===== config.mk =====
export PLATFORM = sky130hd
export DESIGN_NAME = gibbs_sweep_ctrl
export DESIGN_NICKNAME = d
export VERILOG_FILES = /design/src/rtl/gibbs_sweep_ctrl.sv
export SDC_FILE = /design/constraint.sdc
export NUM_CORES = 1
export LEC_CHECK = 0
export ABC_AREA = 1
export CORE_ASPECT_RATIO = 0.75
export CORE_MARGIN = 8
export CORE_UTILIZATION = 37
export CTS_BUF_LIST = sky130_fd_sc_hd__clkbuf_8
export DETAILED_ROUTE_END_ITERATION = 10
export GPL_TIMING_DRIVEN = 1
export PLACE_DENSITY = 0.63
export SLEW_MARGIN = 10
export SYNTH_ARGS = -nofsm -noshare
export SYNTH_HDL_FRONTEND = slang
export SYNTH_SLANG_ARGS = --single-unit

===== constraint.sdc =====
create_clock -name clk -period 4.75 [get_ports clk]
set_input_delay 0.95 -clock clk [delete_from_list [all_inputs] [get_ports clk]]
set_output_delay 0.95 -clock clk [all_outputs]
set_load 0.02 [all_outputs]

===== src/rtl/gibbs_sweep_ctrl.sv =====
// Gibbs sweep sequencer: owns the packed node-colour state, walks node/bit addresses
// for the update datapath and runs N sweeps. Optional abort input via GIBBS_SWEEP_ABORT_EN.
//
// state    | meaning
// S_IDLE   | waiting for start; load_init may overwrite nodes
// S_BIT    | address held UPD_LATENCY+1 cycles, new_val sampled on the last one
// S_COMMIT | write clamped shadow colour into the current node slot
// S_FINISH | one-cycle done pulse, back to idle
module gibbs_sweep_ctrl #(
  parameter int NUM_NODES       = 4,
  parameter int NUM_NODES_BIT   = 2,
  parameter int NUM_COLORS      = 4,
  parameter int NUM_COLORS_BITS = 2,
  parameter int UPD_LATENCY     = 0,
  parameter int SWEEP_BITS      = 16,
  localparam int CB_W = (NUM_COLORS_BITS > 1) ? $clog2(NUM_COLORS_BITS) : 1
) (
  input  logic                                 clk,
  input  logic                                 rst,
  input  logic                                 start,
  input  logic [SWEEP_BITS-1:0]                num_sweeps,
  input  logic                                 load_init,
  input  logic [NUM_NODES*NUM_COLORS_BITS-1:0] init_nodes,
  input  logic                                 new_val,
`ifdef GIBBS_SWEEP_ABORT_EN
  input  logic                                 abort,
`endif
  output logic [NUM_NODES_BIT-1:0]             node_count,
  output logic [CB_W-1:0]                      color_bit_count,
  output logic [NUM_NODES*NUM_COLORS_BITS-1:0] nodes,
  output logic                                 busy,
  output logic                                 done,
  output logic [SWEEP_BITS-1:0]                sweep_count
);

  localparam logic [1:0] S_IDLE   = 2'd0;
  localparam logic [1:0] S_BIT    = 2'd1;
  localparam logic [1:0] S_COMMIT = 2'd2;
  localparam logic [1:0] S_FINISH = 2'd3;

  localparam int WAIT_W = (UPD_LATENCY > 0) ? $clog2(UPD_LATENCY + 1) : 1;
  localparam logic [WAIT_W-1:0]          WAIT_LOAD = WAIT_W'(UPD_LATENCY);
  localparam logic [CB_W-1:0]            LAST_BIT  = CB_W'(NUM_COLORS_BITS - 1);
  localparam logic [NUM_NODES_BIT-1:0]   LAST_NODE = NUM_NODES_BIT'(NUM_NODES - 1);
  localparam logic [NUM_COLORS_BITS-1:0] COLOR_MAX = NUM_COLORS_BITS'(NUM_COLORS - 1);

  logic [1:0]                 state;
  logic [NUM_COLORS_BITS-1:0] shadow;
  logic [NUM_COLORS_BITS-1:0] commit_val;
  logic [WAIT_W-1:0]          wait_cnt;
  logic [SWEEP_BITS-1:0]      sweeps_q;
  logic [SWEEP_BITS-1:0]      sweep_next;
  logic                       abort_req;

`ifdef GIBBS_SWEEP_ABORT_EN
  assign abort_req = abort;
`else
  assign abort_req = 1'b0;
`endif

  always_comb begin
    commit_val = shadow;
    if (int'(shadow) >= NUM_COLORS) commit_val = COLOR_MAX;
    sweep_next = sweep_count + SWEEP_BITS'(1);
  end

  always_ff @(posedge clk or negedge rst) begin
    if (!rst) begin
      state           <= S_IDLE;
      nodes           <= '0;
      node_count      <= '0;
      color_bit_count <= '0;
      busy            <= 1'b0;
      done            <= 1'b0;
      sweep_count     <= '0;
      sweeps_q        <= '0;
      shadow          <= '0;
      wait_cnt        <= '0;
    end else begin
      done <= 1'b0;
      case (state)
        S_IDLE: begin
          if (load_init) nodes <= init_nodes;
          if (start) begin
            sweeps_q        <= num_sweeps;
            sweep_count     <= '0;
            node_count      <= '0;
            color_bit_count <= '0;
            shadow          <= '0;
            wait_cnt        <= WAIT_LOAD;
            if (num_sweeps == '0) begin
              state <= S_FINISH;
              done  <= 1'b1;
            end else begin
              state <= S_BIT;
              busy  <= 1'b1;
            end
          end
        end
        S_BIT: begin
          if (abort_req) begin
            state  <= S_FINISH;
            busy   <= 1'b0;
            done   <= 1'b1;
            shadow <= '0;
          end else if (wait_cnt != '0) begin
            wait_cnt <= wait_cnt - WAIT_W'(1);
          end else begin
            shadow[color_bit_count] <= new_val;
            wait_cnt                <= WAIT_LOAD;
            if (color_bit_count == LAST_BIT) state <= S_COMMIT;
            else color_bit_count <= color_bit_count + CB_W'(1);
          end
        end
        S_COMMIT: begin
          if (abort_req) begin
            state  <= S_FINISH;
            busy   <= 1'b0;
            done   <= 1'b1;
            shadow <= '0;
          end else begin
            // whole-colour write keeps every bit of a node computed against its old colour
            nodes[node_count*NUM_COLORS_BITS +: NUM_COLORS_BITS] <= commit_val;
            shadow          <= '0;
            color_bit_count <= '0;
            if (node_count != LAST_NODE) begin
              node_count <= node_count + NUM_NODES_BIT'(1);
              state      <= S_BIT;
            end else begin
              node_count  <= '0;
              sweep_count <= sweep_next;
              if (sweep_next == sweeps_q) begin
                state <= S_FINISH;
                busy  <= 1'b0;
                done  <= 1'b1;
              end else begin
                state <= S_BIT;
              end
            end
          end
        end
        S_FINISH: state <= S_IDLE;
        default:  state <= S_IDLE;
      endcase
    end
  end

endmodule


-- Word level (Yosys, flattened, before mapping)
Index checks and enable logic that the tools add are counted.
- input port bits: 29
- flip-flop bits (word level): 50
- output and inout bits: 29
- logic and storage cells: 82
- $add $sub $neg: 5
- shifts and indexed selects: 2
- equal/unequal tests: 12
- reductions and logical operators: 14
- multiplexer cells: 37
- order comparisons: 2
- operators by type and width (kind ; count):
    3-bit negation with 34-bit output ; 1
    2-bit by 34-bit variable shift with 8-bit output (first input constant) ; 1
    2-bit by 34-bit indexed part select with 8-bit output ; 1
    16-bit 2-to-1 mux ; 2
    16-bit one-hot mux with 2 select lines ; 1
    2-bit 2-to-1 mux ; 9
    16-bit by 1-bit adder with 16-bit output (second input constant) ; 1
    16-bit == test ; 1
    16-bit logical NOT ; 1
    2-bit inequality test (second input constant) ; 8
    8-bit one-hot mux with 2 select lines ; 1
    1-bit 2-to-1 mux ; 13
    3-bit AND reduction ; 3
    8-bit bitwise mux ; 1
    8-bit 2-to-1 mux ; 1
    2-bit one-hot mux with 4 select lines ; 1
    2-bit AND reduction ; 4
    1-bit one-hot mux with 2 select lines ; 3
    2-bit one-hot mux with 3 select lines ; 1
    5-bit AND reduction ; 1
    2-bit == test (second input constant) ; 2
    2-bit one-hot mux with 2 select lines ; 1
    2-bit nonzero test ; 2
    1-bit one-hot mux with 3 select lines ; 1
    other kinds (11) ; 11

-- Logic depth before layout (Yosys ltp)
- depth after elaboration: 7
- mapped depth: 15

-- Worst setup path before layout
OpenSTA, ideal clock, no wires.
- path kind: reg-to-reg
- start point: reg sweep_count[0]
- end point: reg busy
- arrival: 1.705 ns
- data required time: 4.633 ns
- path buffers: 0
- setup slack: 2.928 ns
- library setup time: 0.117 ns
- stages on the path, launching flop included: 11
- clock period less this slack: 1.822 ns
- cells stage by stage: dfrtp_1 ha_1 nand3_1 nor2_2 xnor3_1 nor2_1 nand2_1 nor2_1 nand4_1 nand2_1 nand2_1
- longest elaborated chain between the ends: 4
- RTL lines (element ; line ; text):
    start: declaration ; 33 ; output logic [SWEEP_BITS-1:0] sweep_count
    start signal: assignment ; 131 ; sweep_count <= sweep_next;
    16-bit by 1-bit adder with 16-bit output ; 64 ; sweep_next = sweep_count + SWEEP_BITS'(1);
    16-bit == test ; 132 ; if (sweep_next == sweeps_q) begin
    2-bit inequality test (no line) ; n/a ;
    5-bit AND reduction (no line) ; n/a ;
    end signal: assignment ; 73 ; busy <= 1'b0;
    end signal: assignment ; 96 ; busy <= 1'b1;
    end signal: assignment ; 134 ; busy <= 1'b0;
    end: declaration ; 31 ; output logic busy,
Every way passes these cells.
A chain may end at the register's enable or synchronous reset.

-- Worst setup path in the final report
- start point: reg state[1]
- end point: reg busy
- longest elaborated chain between the ends: 3
- elaborated cells between the ends (all ways): 9
- classes of those cells: eq/ne: 5; mux: 1; reduce/logical: 3
- RTL lines (element ; line ; text):
    start: declaration ; 47 ; logic [1:0] state;
    start signal: assignment ; 69 ; state <= S_IDLE;
    start signal: assignment ; 92 ; state <= S_FINISH;
    start signal: assignment ; 95 ; state <= S_BIT;
    2-bit == test / 2-bit logical NOT (equally long branches) ; 81 ; case (state)
    2-bit inequality test (no line) / 2-bit nonzero test (equally long branches) ; n/a ;
    5-bit AND reduction (no line) ; n/a ;
    end signal: assignment ; 73 ;
    end signal: assignment ; 96 ;
    end signal: assignment ; 103 ; busy <= 1'b0;
Several ways; a longest one is shown, not always the timed one.

==> run_results.csv <==
group,metric,value,unit
detailed_routing,drcViolationCount,0,
synthesis,synth_cells,433,
critical_path,worstPathRequired,4.95,ns
synthesis,synth.avg_cell_area,7.00,µm²
power,pwr-share-seq,58.9,%
critical_path,reg2regPathDepth,11,
synthesis,synth_top_family_by_area,"simple AND/OR/NAND/NOR gates",
sta,hold_viol_final,0,
clock_tree,cts_tree,"yes",
placed_design,placed_cells,591,
power,swShare,23.9,%
status,status,"finished clean",
sta,slew_viol_final,0,
synthesis,synth_simple_gate_area_share,34.4,%
clock_tree,clock_sinks,49,
detailed_routing,drt_iter0_drc,176,
global_route,grt_pass1_vias,2993,
sta,fin_crit,2.69,ns
synthesis,seq_area_frac_synth,40.4,%
clock_tree,path_clk_slew,0.09,ns
global_route,grt_pass1_wl,14.5,mm
critical_path,cp_cell_sequence,"inv_1 > nor2_1 > inv_2 > nor2_1 > inv_2 > nand2_2 > o21ai_0 > inv_1 > nand4_1 > nand2_1 > nand2_1",
clock_tree,cts-buffers-inserted,5,
clock_tree,cts_setup_buffers,0,
layout,area_growth,25.0,%
sta,worst_pin_slew,0.916,ns
synthesis,synth_warnings,0,
critical_path,worstPathMaxFanout,17,
power,ir_drop,106,µV
layout,fin_area,0.00379,mm²
floorplanning,core-area,0.00792,mm²
placed_design,hpwl,6.62,mm
sta,skew,0.00708,ns
power,p_switching,0.172,mW
floorplanning,dieArea,0.0114,mm²
synthesis,synth-compound-area-share,11.4,%
min_path,hold_path_class,"reg -> reg",
clock_tree,htreeDepth,2,
global_route,grt_start_max_net_pins,50,
clock_tree,hold_buffers,0,
synthesis,synth-adder-area-share,2.06,%
synthesis,synth_area,0.00303,mm²
clock_tree,cts.repair.resized,0,
floorplanning,initial_utilization,38.3,%
layout,diodes,0,
layout,multi_input_area,0.00149,mm²
min_path,whs_path_depth,2,
layout,fin_nets,527,
sta,fin_crit_sh,56.6,%
sta,max_freq,372,MHz
critical_path,cp-end-kind,"flip-flop",
layout,layout-drive-gt1-share,5.49,%
critical_path,crit_slowest_cell,"nor2_1",
placed_design,dpl_cell_area,0.00372,mm²
synthesis,ys_types,29,
critical_path,cp_top_family,"simple AND/OR/NAND/NOR gates",
detailed_routing,viasPerCell,5.00,
synthesis,syn-num-nets,467,
critical_path,crit_arrival,2.90,ns
power,power,0.720,mW
critical_path,critical_path_class,"reg -> reg",
global_route,overflow,0,
sta,setup_viol,0,
critical_path,cp.depth,11,
layout,fin_util,47.9,%
flow_run,drv_cap,0,
critical_path,max_stage_delay,0.72,ns
power,pwr-share-clk,33.7,%
floorplanning,die_h,94.4,µm
power,leakage,2.09,nW
detailed_routing,antenna_left,0,
synthesis,synth_mux_area_share,0,%
placed_design,gp_congestion,0.905,
layout,regArea,0.00123,mm²
global_route,antenna_found_initial,0,
floorplanning,die_width,121,µm
detailed_routing,dr.pass1.iters,4,
clock_tree,clockBufferDepth,2,
detailed_routing,vias,2985,
sta,rsz0062_at_grt,"no",
placed_design,port_buffers,57,
power,power.density,190,mW/mm²
synthesis,ys_ff_latch,49,
detailed_routing,wirelength,8.52,mm
detailed_routing,wl_per_cell,14.3,µm
critical_path,critPathBufInv,4,
sta,slew_headroom,38.7,%
floorplanning,rows,28,
sta,fin_setup_tns,0,ns
floorplanning,num_io_pins,58,
clock_tree,root_buffer,"clkbuf_8",
global_route,grt_use_total,15.7,%
synthesis,synthXorXnorAreaFrac,1.32,%
critical_path,start_kind,"flip-flop",
layout,stdcell_count,597,
power,power.internal,0.548,mW
layout,nFillCells,834,
power,pwr-share-comb,7.4,%
clock_tree,worstSkewPairLatency,0.31,ns
-- layer usage --
metal / GRT usage, % / up-vias / wire length [µm]
li1: - / 1510 / -
met1: 21.8 / 1372 / 4090
met2: 23.5 / 96 / 3580
met3: 4.41 / 7 / 763
met4: 4.25 / 0 / 82
met5: 0 / - / 0
-- through the flow --
stage	hold slack (ns)	worst slack (ns)
floorplan	0.453	2.93
global placement	0.469	2.16
detailed placement	0.477	2.10
CTS	0.499	2.09
global route	0.527	1.74
finish	0.499	2.06
-- cell type report --
type                       count  area share, %
clock inverter                 1          0.132
sequential                    49           32.3
timing repair buffer          59           15.3
inverter                      76           7.56
multi-input combinational    302           39.4
tap                          105           3.47
clock buffer                   5           1.82
-- path summary, 6_finish.rpt --
check / from / end / slack [ns]
setup reg to reg: state[1] / busy / 2.06
max in group asynchronous: rst / sweeps_q[8] / 3.58
hold / removal: nodes[4] / nodes[4] / 0.50
setup / recovery: state[1] / busy / 2.06
hold reg to reg: nodes[4] / nodes[4] / 0.50
min in group asynchronous: rst / sweep_count[7] / 0.73
-- cell usage in the layout (no fill, tap or decap) --
master             n
and2_0             1
o21ai_1            1
nand4_2            1
buf_4              2
clkbuf_8           5
a21oi_1           13
buf_2              1
nor2_2             3
o21ai_0           36
nor2_1            33
nand2_4            1
inv_1             72
xnor3_1            1
nand4_1           17
dfrtp_1           49
nand2_1          120
a22oi_1            4
ha_1               5
clkinv_2           2
xnor2_1            1
nor4_1             2
o22ai_1            9
xor2_1             1
clkdlybuf4s50_1   56
nor2_4             5
nand3b_1           3
nand3_1           41
nand2_2            3
o21ai_2            1
inv_2              3
-- flip-flops by register name, indices dropped and copies added (netlist names) --
signal / cells
commit_val: 2
state: 2
sweep_count: 16
color_bit_count: 1
sweeps_q: 16
nodes: 8
done: 1
busy: 1
node_count: 2
-- cells in the mapped netlist, drive strengths merged --
cell type / number / area share, %
a21oi: 13 / 2.1
a22oi: 4 / 0.99
and2: 1 / 0.21
buf: 2 / 0.41
clkbuf: 4 / 0.49
clkinv: 1 / 0.16
dfrtp: 49 / 40
ha: 5 / 2.1
inv: 75 / 9.3
nand2: 124 / 16
nand3: 41 / 6.8
nand3b: 3 / 0.74
nand4: 18 / 3.9
nor2: 41 / 6.6
nor4: 2 / 0.41
o21ai: 38 / 6.4
o22ai: 9 / 1.9
xnor2: 1 / 0.29
xnor3: 1 / 0.74
xor2: 1 / 0.29
-- worst min-delay path, stage by stage (launching register included) --
cell	delay, ns
dfrtp_1	0.36
nand2_1	0.05
o21ai_0	0.06
-- power groups by stage --
stage,logic (mW),clock network [mW],registers [mW]
CTS,0.0546,0.247,0.424
global placement,0.0546,0,0.432
global route,0.0592,0.264,0.425
floorplan,0.00792,0,0.436
finish,0.0531,0.243,0.424
detailed placement,0.0545,0,0.432
-- cells by family after synthesis --
family,Yosys count
fa+ha+maj,5
flops,49
xor+xnor,3
buf+inv,82
simple gates,230
compound gates,64
Power figures use the tool's default switching activity.
